### config.mk
export PLATFORM = sky130hd
export DESIGN_NAME = f_to_d_queue
export DESIGN_NICKNAME = d
export VERILOG_FILES = /design/src/rtl/f_to_d_queue_pkg.sv /design/src/rtl/fd_queue_ram.sv /design/src/rtl/f_to_d_queue.sv
export SDC_FILE = /design/constraint.sdc
export NUM_CORES = 1
export LEC_CHECK = 0
export CELL_PAD_IN_SITES_DETAIL_PLACEMENT = 0
export CELL_PAD_IN_SITES_GLOBAL_PLACEMENT = 2
export CORE_ASPECT_RATIO = 1.4
export CORE_MARGIN = 10
export CORE_UTILIZATION = 45
export DETAILED_ROUTE_END_ITERATION = 8
export PLACE_DENSITY = 0.94
export SLEW_MARGIN = 20
export SYNTH_ARGS = -nofsm -noshare
export SYNTH_HDL_FRONTEND = slang
export SYNTH_SLANG_ARGS = --single-unit
### constraint.sdc
create_clock -name clk -period 4.1 [get_ports clk]
set_input_delay 0.82 -clock clk [delete_from_list [all_inputs] [get_ports clk]]
set_output_delay 0.82 -clock clk [all_outputs]
set_load 0.01 [all_outputs]
### src/rtl/f_to_d_queue_pkg.sv
`default_nettype none
// ============================================================================
//  Module      : f_to_d_queue_pkg
//  Description : Shared pipeline constants for the fetch/decode boundary.
//                Holds the NOP encoding and default datapath widths that
//                are reused by the other stage registers.
//  Revision    : 1.0  initial release
// ============================================================================
package f_to_d_queue_pkg;

    // addi r0,r0,0 - bubble injected whenever decode has nothing valid
    localparam logic [31:0] c_nop_inst    = 32'h2000_0000;

    localparam int          c_xlen_dflt   = 32;
    localparam int          c_pc_bits_dflt = 12;
    localparam int          c_depth_dflt  = 4;

endpackage : f_to_d_queue_pkg
`default_nettype wire

### src/rtl/fd_queue_ram.sv
`default_nettype none
// ============================================================================
//  Module      : fd_queue_ram
//  Description : DEPTH x WIDTH storage for the fetch/decode queue.
//                Synchronous write, asynchronous read. Contents are never
//                cleared; the owner masks stale data with its valid flag.
//  Revision    : 1.0  initial release
// ============================================================================
module fd_queue_ram #(
    parameter  int WIDTH = 45,
    parameter  int DEPTH = 4,
    localparam int AW    = $clog2(DEPTH)
) (
    input  logic             clk,
    input  logic             i_we,
    input  logic [AW-1:0]    i_waddr,
    input  logic [WIDTH-1:0] i_wdata,
    input  logic [AW-1:0]    i_raddr,
    output logic [WIDTH-1:0] o_rdata
);

    logic [WIDTH-1:0] r_mem [DEPTH];

    // Write port: one entry per cycle when the queue accepts a push
    always_ff @(posedge clk) begin
        if (i_we) begin
            r_mem[i_waddr] <= i_wdata;
        end
    end

    assign o_rdata = r_mem[i_raddr];

endmodule : fd_queue_ram
`default_nettype wire

### src/rtl/f_to_d_queue.sv
`default_nettype none
// ============================================================================
//  Module      : f_to_d_queue
//  Description : DEPTH-entry in-order instruction queue between fetch and
//                decode. Valid/ready handshake on the fetch side, flush on
//                EX redirect, full freeze on MEM_stall. Decode sees a NOP
//                with D_valid=0 whenever the queue is empty.
//  Revision    : 1.0  initial release
// ============================================================================
module f_to_d_queue
    import f_to_d_queue_pkg::*;
#(
    parameter  int XLEN    = c_xlen_dflt,
    parameter  int PC_BITS = c_pc_bits_dflt,
    parameter  int DEPTH   = c_depth_dflt,
    localparam int CNT_W   = $clog2(DEPTH) + 1
) (
    input  logic               clk,
    input  logic               rst,
    // fetch side
    input  logic               F_valid,
    input  logic [PC_BITS-1:0] F_pc,
    input  logic [XLEN-1:0]    F_inst,
    input  logic               F_BP_taken,
    output logic               F_ready,
    // pipeline control
    input  logic               stall_D,
    input  logic               MEM_stall,
    input  logic               EX_taken,
    // decode side
    output logic               D_valid,
    output logic [PC_BITS-1:0] D_pc,
    output logic [XLEN-1:0]    D_inst,
    output logic               D_BP_taken,
    output logic [CNT_W-1:0]   count
);

    localparam int               c_ptr_w  = $clog2(DEPTH);
    localparam int               c_ent_w  = PC_BITS + XLEN + 1;
    localparam logic [CNT_W-1:0] c_full   = CNT_W'(DEPTH);
    localparam logic [XLEN-1:0]  c_nop    = XLEN'(c_nop_inst);

    // Pointer wrap relies on DEPTH being a power of two
    if ((DEPTH < 2) || ((DEPTH & (DEPTH - 1)) != 0)) begin : g_bad_depth
        $error("f_to_d_queue: DEPTH must be a power of 2 and >= 2");
    end

    logic [c_ptr_w-1:0] r_wr_ptr;
    logic [c_ptr_w-1:0] r_rd_ptr;
    logic [CNT_W-1:0]   r_count;

    logic               w_not_empty;
    logic               w_not_full;
    logic               w_push;
    logic               w_pop;
    logic [c_ent_w-1:0] w_wr_data;
    logic [c_ent_w-1:0] w_rd_data;

    // Ready and valid come only from the registered count, so neither
    // stall input has a combinational path to F_ready.
    assign w_not_empty = (r_count != '0);
    assign w_not_full  = (r_count != c_full);

    // EX redirect kills both directions; MEM_stall freezes both directions
    assign w_push = F_valid & w_not_full & ~MEM_stall & ~EX_taken;
    assign w_pop  = w_not_empty & ~stall_D & ~MEM_stall & ~EX_taken;

    assign w_wr_data = {F_BP_taken, F_pc, F_inst};

    fd_queue_ram #(
        .WIDTH (c_ent_w),
        .DEPTH (DEPTH)
    ) u_ram (
        .clk     (clk),
        .i_we    (w_push),
        .i_waddr (r_wr_ptr),
        .i_wdata (w_wr_data),
        .i_raddr (r_rd_ptr),
        .o_rdata (w_rd_data)
    );

    // Pointer and occupancy bookkeeping; flush returns to the reset state
    always_ff @(posedge clk) begin
        if (rst || EX_taken) begin
            r_wr_ptr <= '0;
            r_rd_ptr <= '0;
            r_count  <= '0;
        end else begin
            if (w_push) begin
                r_wr_ptr <= r_wr_ptr + 1'b1;
            end
            if (w_pop) begin
                r_rd_ptr <= r_rd_ptr + 1'b1;
            end
            if (w_push && !w_pop) begin
                r_count <= r_count + 1'b1;
            end else if (w_pop && !w_push) begin
                r_count <= r_count - 1'b1;
            end
        end
    end

    // Head entry is masked so stale storage never leaks to decode
    assign F_ready    = w_not_full;
    assign D_valid    = w_not_empty;
    assign D_inst     = w_not_empty ? w_rd_data[XLEN-1:0]                : c_nop;
    assign D_pc       = w_not_empty ? w_rd_data[XLEN +: PC_BITS]         : '0;
    assign D_BP_taken = w_not_empty ? w_rd_data[c_ent_w-1]               : 1'b0;
    assign count      = r_count;

endmodule : f_to_d_queue
`default_nettype wire

# Yosys cells after proc, flatten, opt, wreduce, memory -nomap -nowiden
# Memory sizes are Yosys's and may differ from the RTL's. A register that Yosys moved wholly into a read port is not among the register bits.
# Cells that the tools add are included.
[totals]
wordCells = 34
output_inout_bits = 50
n_memories = 1
regBits = 7
inputBits = 51
ramBits = 180
[classes]
n_reduce_logical = 7
n_mux = 9
n_eq_ne = 1
addsub = 4
bitwise_logic = 9
[memory_table]
columns = ["name", "words", "width", "read_ports", "rd_clocked_by_memory_dff", "write_ports", "line", "rtl"]
rows = [
  ["u_ram.r_mem", 4, 45, 1, 1, 1, "fd_queue_ram.sv:22", "logic [WIDTH-1:0] r_mem [DEPTH];"],
]
[ops]
columns = ["op", "count"]
rows = [
  ["$mux W32", 1],
  ["$mux W12", 1],
  ["$and A1 B1 Y1", 6],
  ["$mux W3", 2],
  ["$add A2 B1 Y2 const B", 2],
  ["$mux W2", 2],
  ["$add A3 B1 Y3 const B", 1],
  ["$mux W1", 3],
  ["$ne A3 B3 Y1 const B", 1],
  ["$not A1 Y1", 3],
  ["$reduce_bool A3 Y1", 1],
  ["$sub A3 B1 Y3 const B", 1],
  ["$logic_and A1 B1 Y1", 2],
  ["$logic_not A1 Y1", 2],
  ["$reduce_bool A2 Y1", 1],
  ["$logic_or A1 B1 Y1", 1],
]

# Logic depth before layout (Yosys ltp)
# Gate-level depths: netlist (run 1).
[logic_depth]
depth_word = 8
ltp_mapped = 10
mapped_depth_nobuf = 9

# Hierarchy
# A second synthesis (run 1) with hierarchy kept.
[unflattened]
cells_unflattened = 330
area_unflattened_um2 = 7289.5
[by_module_without_submodules]
columns = ["module", "seq_area_each_um2", "cells_each", "area_each_um2", "n_inst"]
rows = [
  ["fd_queue_ram", 5405.2, 239, 6585.1, 1],
  ["f_to_d_queue", 140.1, 91, 704.4, 1],
]

# Worst setup path after synthesis (run 1)
# Ideal clock, no wire load.
[synth_timing]
kind = "in2reg"
from = "in EX_taken"
to = "mem u_ram.r_mem[0][0], enable pin"
stages = 2
t_required_ns = 3.693
setup_ns = 0.407
arrival_time_ns = 2.448
n_path_buf = 0
slack_ns = 1.245
cell_sequence = "nor3b_1 -> and3_1"
[synth_between]
elab_chain_len = 4
[synth_rtl]
columns = ["element", "line", "rtl"]
rows = [
  ["from (decl)", "f_to_d_queue.sv:29", "input logic EX_taken,"],
  ["$not A1 Y1", "f_to_d_queue.sv:65", "assign w_push = F_valid & w_not_full & ~MEM_stall & ~EX_taken;"],
  ["$and A1 B1 Y1", "f_to_d_queue.sv:65", ""],
  ["$mux W1", "fd_queue_ram.sv:26", "if (i_we) begin"],
  ["$mux W1 (implied by the code)", "fd_queue_ram.sv:27", "r_mem[i_waddr] <= i_wdata;"],
  ["to (decl)", "fd_queue_ram.sv:22", ""],
]
# Every way passes these cells.

# Worst setup path after layout (run 1)
[layout_timing]
from = "reg r_count[0] (netlist: count[0])"
to = "out D_inst[19]"
[layout_between]
elab_chain_len = 2
[layout_rtl]
columns = ["element", "line", "rtl"]
rows = [
  ["from (decl)", "f_to_d_queue.sv:50", "logic [CNT_W-1:0] r_count;"],
  ["from (signal assigned)", "f_to_d_queue.sv:96", "r_count <= r_count + 1'b1;"],
  ["from (signal assigned)", "f_to_d_queue.sv:98", "r_count <= r_count - 1'b1;"],
  ["$reduce_bool A3 Y1", "f_to_d_queue.sv:61", "assign w_not_empty = (r_count != '0);"],
  ["$mux W32", "f_to_d_queue.sv:106", "assign D_inst = w_not_empty ? w_rd_data[XLEN-1:0] : c_nop;"],
  ["to (decl)", "f_to_d_queue.sv:33", "output logic [XLEN-1:0] D_inst,"],
]
# Every way passes these cells.

==> results of run 1 <==
-- kinds of logic after synthesis --
group | synth area share, %
buffers and inverters | 2.10
XOR/XNOR | 0.239
flip-flops | 76.0
multiplexers | 14.6
adder cells (fa/ha/maj) | 1.12
AO/OA/AOI/OAI | 0.307
AND/OR/NAND/NOR | 5.59
-- cells in the mapped netlist (5+ instances only) --
library cell,instances
and2_1,44
clkbuf_1,6
ha_1,5
dfxtp_1,9
nand2_1,5
mux4_1,5
mux4_2,40
edfxtp_1,180
-- worst paths after layout --
kind              cells after the start  slack (ns)          to
setup / recovery                      5        0.61  D_inst[19]
hold / removal                        2        0.48        flop
setup reg to reg                     10        1.20    count[2]
hold reg to reg                       2        0.48        flop
-- power groups by stage --
stage	clock, mW	sequential (mW)	combinational, mW
global placement	0	2.18	0.183
global route	1.66	2.13	0.200
floorplan	0	2.18	0.0626
CTS	1.56	2.13	0.190
finish	1.53	2.13	0.185
detailed placement	0	2.18	0.189
-- worst max-delay path: cells and delay by family, from the launching register on --
kind / cells / cell delay [ns]
and+or+nand+nor: 2 / 0.30
buffers and inverters: 3 / 1.49
DFF: 1 / 0.44
-- cell type report --
type,instances,area (sq um)
multi-input combinational,129,1610
antenna,1,2.50
fill,1278,6980
timing repair buffer,111,1110
sequential,189,5590
tap,199,249
clock buffer,17,425
clock inverter,15,126
inverter,4,15.0
-- registers in the layout, summed over array words and instances (netlist names), named ones only --
name / cells
r_rd_ptr: 2
u_ram.r_mem: 180
count: 3
r_wr_ptr: 2
-- layer usage --
metal  global-route usage (%)  up-vias
met2                     23.7       73
li1                         -     1607
met5                        0        -
met4                     5.35        0
met3                     3.41       13
met1                     14.8     1804
==> results.txt, run 1 <==
vias in the first global route: 3955
outcome: finished clean
via count: 3497
clk buf depth: 2
die area: 21900 sq um
non-filler cells, final: 665
row count: 55
synthesized area: 7340 sq um
post-CTS setup buffer count: 0
Placer Congestion: 0.736
Worst setup startpoint: count[0]
Async S/R FF share, synth: 0%
Slew headroom: 47.1%
final WL: 14.2 mm
top sig layer: met4
initial drt markers: 227
Clk pin slew, worst setup/hold paths: 0.07 ns
Sum Neg Setup Slack: 0 ns
effective utilization at floorplan: 45.6%
Switching Fraction: 21.2%
core region area: 16100 sq um
Final Util: 56.7%
final hold violation count: 0
RR Startpoint: count[0]
Yosys cell types: 28
Data arrival, critical path: 2.67 ns
slowest cell delay on critical path: 0.58 ns
pin count of the biggest net entering global routing: 29
fin area: 9130 sq um
highest-delay cell along the critical path: inv_1
FF+latch count, synth: 189
total chip power: 3.85 mW
Setup violations, final: 0
Congestion Overflow GR: 0
Hold Startpoint: r_rd_ptr[1]
WL per Instance: 21.3 microns
pre-CTS setup slack: 0.523 ns
most frequent cells in the layout: edfxtp_1, clkdlybuf4s50_1, and2_1, mux4_2, clkbuf_16
Worst VDD drop: 0.000250 V
worst-margin pin slew: 0.793 ns
Mapped Nets: 395
gr usage total: 13.3%
Mapped Cells: 338
DP Wirelength: 9.27 mm
chip height: 171 microns
Primary FF master, synth: edfxtp_1
total power per unit cell area: 421 nW/um^2
crit path kind: reg2out
register area share after synthesis: 76.0%
sequential share of power: 55.5%
drt drc: 0
worst skew pair latency: 0.42 ns
ANT nets after route: 0
synth top area cells: edfxtp_1, mux4_2, and2_1
CTS Hold Bufs: 0
CTS buffer count: 17
cells along the critical path: nor3_1 > inv_1 > buf_4 > and2_1 > clkdlybuf4s50_1
Worst Path Max Fanout: 28
number of H-tree levels: 4
vias per cell: 5.26
met1 WL: 5.46 mm
Pint: 3.03 mW
largest area contributor in the netlist: edfxtp_1
Die X: 128 microns
placed cell count: 632
switching pwr: 0.817 mW
Tmin final: 3.49 ns
Post-layout nets: 509
first drt pass iteration count: 4
fin crit share: 85.1%
RSZ-0062 raised after global routing: false
Hold WS: 0.475 ns
f_max: 0.287 GHz
post_cts resized: 0
Layout area overhead: 24.3%
CTS Sinks: 189
WL met3: 613 microns
clock share of power: 39.7%
WP data required: 3.28 ns
EDFF count, synth: 180
# port buffers: 100
share of cells above drive strength 1: 18.9%
IO Count: 101
Max Cap Viol: 0
Mean Syn Cell Area: 21.7 sq um
Worst setup EP type: output port
Worst Skew: 0.0107 ns
CTS Root Cell: clkbuf_16
initial antenna violation count: 1
Logic pwr share: 4.8%
TritonCTS clock tree: done
top-area cell type share of the netlist area: 73.6%
Leak: 2.93 nW
startpoint types: flop
commonest non-fill, non-tap cell in the layout: edfxtp_1
placed cell areas: 8570 sq um
Ys Warns: 0
Met2 Wirelength: 7.94 mm
Setup WS post-layout: 0.612 ns
Min-Delay Path Class: reg2reg
first-pass GRT wire length: 22.1 mm
Max Slew Vio Count: 0
Note: power is estimated with default switching activity, not from simulation.
==> run 2: changes to the inputs <==
--- a/config.mk
+++ b/config.mk
@@ -15,4 +15,5 @@
 export SLEW_MARGIN = 20
 export SYNTH_ARGS = -nofsm -noshare
 export SYNTH_HDL_FRONTEND = slang
+export SYNTH_HIERARCHICAL = 1
 export SYNTH_SLANG_ARGS = --single-unit
==> run 2 against run 1 <==
Compared with the run above:
- combinational power is 4% higher
- die area fell by 0.65%
- critical path depth down 1
- synthesized cell count shrank 2.4%
- via count hardly changed
- register-to-register slack gained 0.42 ns
- maximum frequency grew 1.2%
- cell count shrank 1.5%
- clock-buffer cell count rose by 1
- worst setup slack better by 0.041 ns
- critical path type unchanged
==> results.txt, run 2 <==
ANT nets after route: 0
initial drt markers: 215
Logic pwr share: 4.8%
drt drc: 0
first drt pass iteration count: 4
Synth Area in Compound Gates: 0.292%
WP data required: 3.28 ns
Ys Warns: 6
CTS Root Cell: clkbuf_16
DP Wirelength: 9.41 mm
Placer Congestion: 0.745
TritonCTS clock tree: done
Data arrival, critical path: 2.63 ns
Mapped Nets: 383
Min-Delay Path Class: reg2reg
Tmin final: 3.45 ns
Leak: 2.91 nW
RSZ-0062 raised after global routing: false
number of H-tree levels: 4
Hold Startpoint: count[2]
Max Cap Viol: 0
Primary FF master, synth: edfxtp_1
length in cells of the worst reg-to-reg path: 9
Hold WS: 0.555 ns
first-pass GRT wire length: 22.6 mm
Largest Register: u_ram/r_mem
Mapped Cells: 330
xor and xnor area share after synthesis: 0.240%
Filler Cell Count: 1156
most frequent cells in the layout: edfxtp_1, clkdlybuf4s50_1, and2_1, mux4_2, clkbuf_16
effective utilization at floorplan: 45.5%
# port buffers: 100
synthesized area: 7290 sq um
Worst VDD drop: 0.000269 V
total power per unit cell area: 440 nW/um^2
CP Buf/Inv Count: 2
Pint: 3.24 mW
CTS buffer count: 17
top-area cell type share of the netlist area: 74.2%
R2R setup slack: 1.62 ns
mux cell area share after synthesis: 14.8%
Slew headroom: 50.3%
CTS Hold Bufs: 0
multi-input logic area: 1600 sq um
commonest non-fill, non-tap cell in the layout: edfxtp_1
CTS Sinks: 187
outcome: finished clean
total chip power: 4.01 mW
register area: 5550 sq um
initial antenna violation count: 0
Die X: 128 microns
register area share after synthesis: 76.1%
Sum Neg Setup Slack: 0 ns
Switching Fraction: 19.2%
synth top area cells: edfxtp_1, mux4_2, and2_1
via count: 3500
clk buf depth: 2
post_cts resized: 0
Post-layout nets: 496
clock share of power: 42.4%
final WL: 14.7 mm
Worst Path Max Fanout: 29
WL per Instance: 22.5 microns
die area: 21800 sq um
r2r endpoint: count[2]
Hold Path End: count[2]
Clk pin slew, worst setup/hold paths: 0.06 ns
cells along the critical path: buf_12 > mux4_1 > and2_1 > clkdlybuf4s50_1
fin crit share: 84.1%
CP delay by family, top: buffers and inverters
Setup violations, final: 0
RR Startpoint: count[0]
vias per cell: 5.34
row count: 55
most frequent cells after synthesis: edfxtp_1, and2_1, mux4_2
chip height: 171 microns
hold path depth: 2
switching pwr: 0.770 mW
worst-margin pin slew: 0.744 ns
largest family of logic cells by synthesized area: multiplexers
Yosys cell types: 35
Async S/R FF share, synth: 0%
Worst Skew: 0.00640 ns
FF+latch count, synth: 187
Largest register FFs: 180
Post-Synth Simple-Gate Area: 6.01%
gr usage total: 13.8%
f_max: 0.290 GHz
startpoint types: flop
pin count of the biggest net entering global routing: 50
vias in the first global route: 3879
EDFF count, synth: 180
Mean Syn Cell Area: 22.1 sq um
IO Count: 101
sequential share of power: 52.8%
final hold violation count: 0
slowest cell delay on critical path: 0.62 ns
highest-delay cell along the critical path: mux4_1
worst skew pair latency: 0.42 ns
Layout area overhead: 25.2%
post-CTS setup buffer count: 0
Congestion Overflow GR: 0
Worst setup EP type: output port
largest area contributor in the netlist: edfxtp_1
share of cells above drive strength 1: 20.0%
fraction of the mapped netlist area in adder cells: 0.446%
Ant. Diodes: 0
Final Util: 56.9%
crit path kind: reg2out
most frequent cell after synthesis: edfxtp_1
Max Slew Vio Count: 0
core region area: 16000 sq um
[run 2: cell count changes in the layout (fill, tap and decap cells not counted), moves of 3 or more]
cell,before,now
and3_2,4,1
bufinv_16,0,4
ha_1,5,1
inv_1,4,1
inv_8,4,0
[run 2: cell families (layout without fill, tap and decap cells)]
group / Yosys count / count (layout)
AND/OR/NAND/NOR: 70 / 70
flip-flops: 187 / 187
multiplexers: 49 / 49
adder cells (fa/ha/maj): 2 / 2
XOR/XNOR: 2 / 2
buffers and inverters: 17 / 143
AO/OA/AOI/OAI: 3 / 3
[run 2: cell type report]
class / count / share of cell area [%]
well taps: 199 / 2.73
inverters: 2 / 0.0823
flip-flops and latches: 187 / 60.8
repair buffers: 109 / 12.0
multi-input cells: 126 / 17.6
clock buffers: 18 / 4.70
clock inverters: 14 / 2.11
[run 2: how the worst max path moves through the flow]
stage,from,to,slack [ns],depth (start not counted)
floorplan,F_valid,u_ram/r_mem[0][0],0.57,4
global placement,F_valid,count[2],0.95,10
detailed placement,F_valid,count[2],0.90,10
CTS,r_rd_ptr[0],D_inst[1],0.58,4
global route,r_rd_ptr[0],D_inst[1],0.51,4
finish,r_rd_ptr[0],D_inst[1],0.65,4
[run 2: routing by layer]
layer  vias up  GRT usage [%]  routed length [microns]
met5         -              0                        0
met4         0           4.81                      159
li1       1571              -                        -
met1      1819           15.9                     5590
met2        98           24.0                     8200
met3        12           3.59                      802
[run 2: power by group through the flow]
stage | clock network, mW | registers, mW | logic, mW
final | 1.70 | 2.12 | 0.193
after global routing | 1.81 | 2.12 | 0.209
after CTS | 1.74 | 2.12 | 0.197
after detailed placement | 0 | 2.16 | 0.196
after global placement | 0 | 2.16 | 0.190
after floorplan | 0 | 2.16 | 0.0714
[run 2: through the flow]
stage               instances  cell area (sq um)  worst slack [ns]
floorplan                 330               7290             0.565
global placement          623               8500             0.954
detailed placement        623               8500             0.903
CTS                       655               9120             0.582
global route              655               9120             0.515
finish                    655               9120             0.653
[run 2: worst reg2reg max path: cells and delay by family, from the launching register on]
kind | cells | cell delay [ns]
adders and majority gates | 2 | 0.56
and+or+nand+nor | 3 | 0.77
AOI/OAI and AO/OA | 1 | 0.16
xor gates and xnor gates | 1 | 0.16
DFF | 1 | 0.38
buffers and inverters | 2 | 0.39
==> variant: new RTL, flow settings as in run 1 <==
The package constant `c_pc_bits_dflt` goes from 12 to 24.
--- a/src/rtl/f_to_d_queue_pkg.sv
+++ b/src/rtl/f_to_d_queue_pkg.sv
@@ -12,7 +12,7 @@
     localparam logic [31:0] c_nop_inst    = 32'h2000_0000;
 
     localparam int          c_xlen_dflt   = 32;
-    localparam int          c_pc_bits_dflt = 12;
+    localparam int          c_pc_bits_dflt = 24;
     localparam int          c_depth_dflt  = 4;
 
 endpackage : f_to_d_queue_pkg
Ports: changed (resized D_pc and F_pc); port bits go from 101 to 125. The function was not compared with the original's and may differ.
==> variant against run 1 <==
- setup slack lost 0.052 ns
- power grew 30%
- routed wire length grew 23%
- register-to-register slack gained 0.20 ns
- core utilization grew 0.67 points
- cell area grew 25%
- synthesized area grew 24%
- sequential cell count grew 48
- critical path type unchanged
- largest cell class unchanged
==> variant: results (changes against run 1) <==
.. list-table::
   :header-rows: 1

   * - Metric
     - Value
   * - Final cell count without fillers
     - 814 (was 665)
   * - Seq/Total Area, Yosys
     - 0.774 (was 0.760)
   * - Number of antenna violations at the first check in global routing
     - 2 (was 1)
   * - Non-clock buffers, area share
     - 0.116 (was 0.121)
   * - Met2 WL
     - 9350 um (was 7940 um)
   * - Post-synth net total
     - 482 (was 395)
   * - Status
     - finished, final reports clean (unchanged)
   * - Biggest fanout along the worst timing path
     - 19 (was 28)
   * - Post-detailed-route via-to-cell ratio
     - 5.30 (was 5.26)
   * - Combinational logic power
     - 0.226 mW (was 0.185 mW)
   * - Clkbuf count
     - 27 (was 17)
   * - Cell count after placement
     - 775 (was 632)
   * - Number of nets in the layout
     - 616 (was 509)
   * - Routed Wire Length
     - 17400 um (was 14200 um)
   * - Met1 global-route usage
     - 0.145 (was 0.148)
   * - Global-route met3 utilization
     - 0.0354 (was 0.0341)
   * - Pre-CTS setup slack
     - 0.478 ns (was 0.523 ns)
   * - Met2 layer usage reported by global route
     - 0.235 (was 0.237)
   * - Seq_cells
     - 237 (was 189)
   * - Count of non-CTS buffers in the layout
     - 129 (was 111)
   * - Sequential portion of the cell area
     - 0.618 (was 0.612)
   * - Ratio of cells with drive above 1 in the final layout
     - 0.181 (was 0.189)
   * - Number of filler instances in the final layout
     - 1491 (was 1278)
   * - Top post-synthesis cells by count
     - edfxtp_1 (228), and2_1 (57), mux4_2 (57) (was edfxtp_1 (180), and2_1 (44), mux4_2 (40))
   * - Power Sequential
     - 2.68 mW (was 2.13 mW)
   * - Multi-Input Combinational
     - 153 (was 129)
   * - Worst hold slack across all endpoints
     - 0.486 ns (was 0.475 ns)
   * - P_sw
     - 0.935 mW (was 0.817 mW)
   * - Starting DRC count in detailed routing
     - 258 (was 227)
   * - Count of antenna diodes in the layout
     - 0 (was 1)
   * - TritonCTS Buffers
     - 22 (was 17)
   * - Total half-perimeter wirelength after legalization and detailed placement
     - 10600 um (was 9270 um)
   * - Worst reg-to-reg path cell count
     - 9 (was 10)
   * - Signal arrival time at the worst endpoint
     - 2.72 ns (was 2.67 ns)
   * - Leading cell types by total area after synthesis
     - edfxtp_1 (75%), mux4_2 (14%), and2_1 (3.9%) (was edfxtp_1 (74%), mux4_2 (12%), and2_1 (3.7%))
   * - Port Buffer Count
     - 124 (was 100)
   * - Deepest clock path buffer count
     - 3 (was 2)
   * - Largest register FFs
     - 228 (was 180)
   * - Static Leakage
     - 3.59 nW (was 2.93 nW)
   * - Maximum number of pins on one net before global-route repair
     - 60 (was 29)
   * - Cell with the biggest individual delay on the critical path
     - dfxtp_4 (was inv_1)
   * - Final clock skew
     - 0.0192 ns (was 0.0107 ns)
   * - Met3 WL post-DR
     - 1020 um (was 613 um)
   * - Number of distinct standard cells referenced by the synthesized netlist
     - 24 (was 28)
   * - Clock buffers and inverters, area share
     - 0.0665 (was 0.0605)
   * - Number of enable-type register cells in the synthesized netlist
     - 228 (was 180)
   * - Met1 routed wirelength after detailed routing
     - 6720 um (was 5460 um)
-- variant: changes by cell type after synthesis, sizes merged --
| cell | run 1 | this run |
|---|---|---|
| clkbuf | 7 | 9 |
| buf | 9 | 10 |
| edfxtp | 180 | 228 |
| mux4 | 45 | 57 |
| and2 | 45 | 57 |
-- variant: logic make-up after synthesis --
kind of cell,Yosys count,synth area share
mux,61,0.146
flops,237,0.774
xor+xnor,2,0.00193
buf+inv,23,0.0136
compound gates,4,0.00248
fa+ha+maj,6,0.00909
simple gates,80,0.0532
-- variant: worst max-delay path by stage --
stage / start / end / slack, ns / cells past startpoint
floorplan: EX_taken / u_ram.r_mem[0][0]$_DFFE_PP_ / 0.98 / 2
CTS: flip-flop / D_inst[3] / 0.45 / 4
global placement: EX_taken / count[2]$_SDFFE_PP0P_ / 0.68 / 9
finish: flip-flop / D_inst[3] / 0.56 / 4
detailed placement: EX_taken / count[2]$_SDFFE_PP0P_ / 0.48 / 9
global route: flip-flop / D_inst[3] / 0.36 / 4
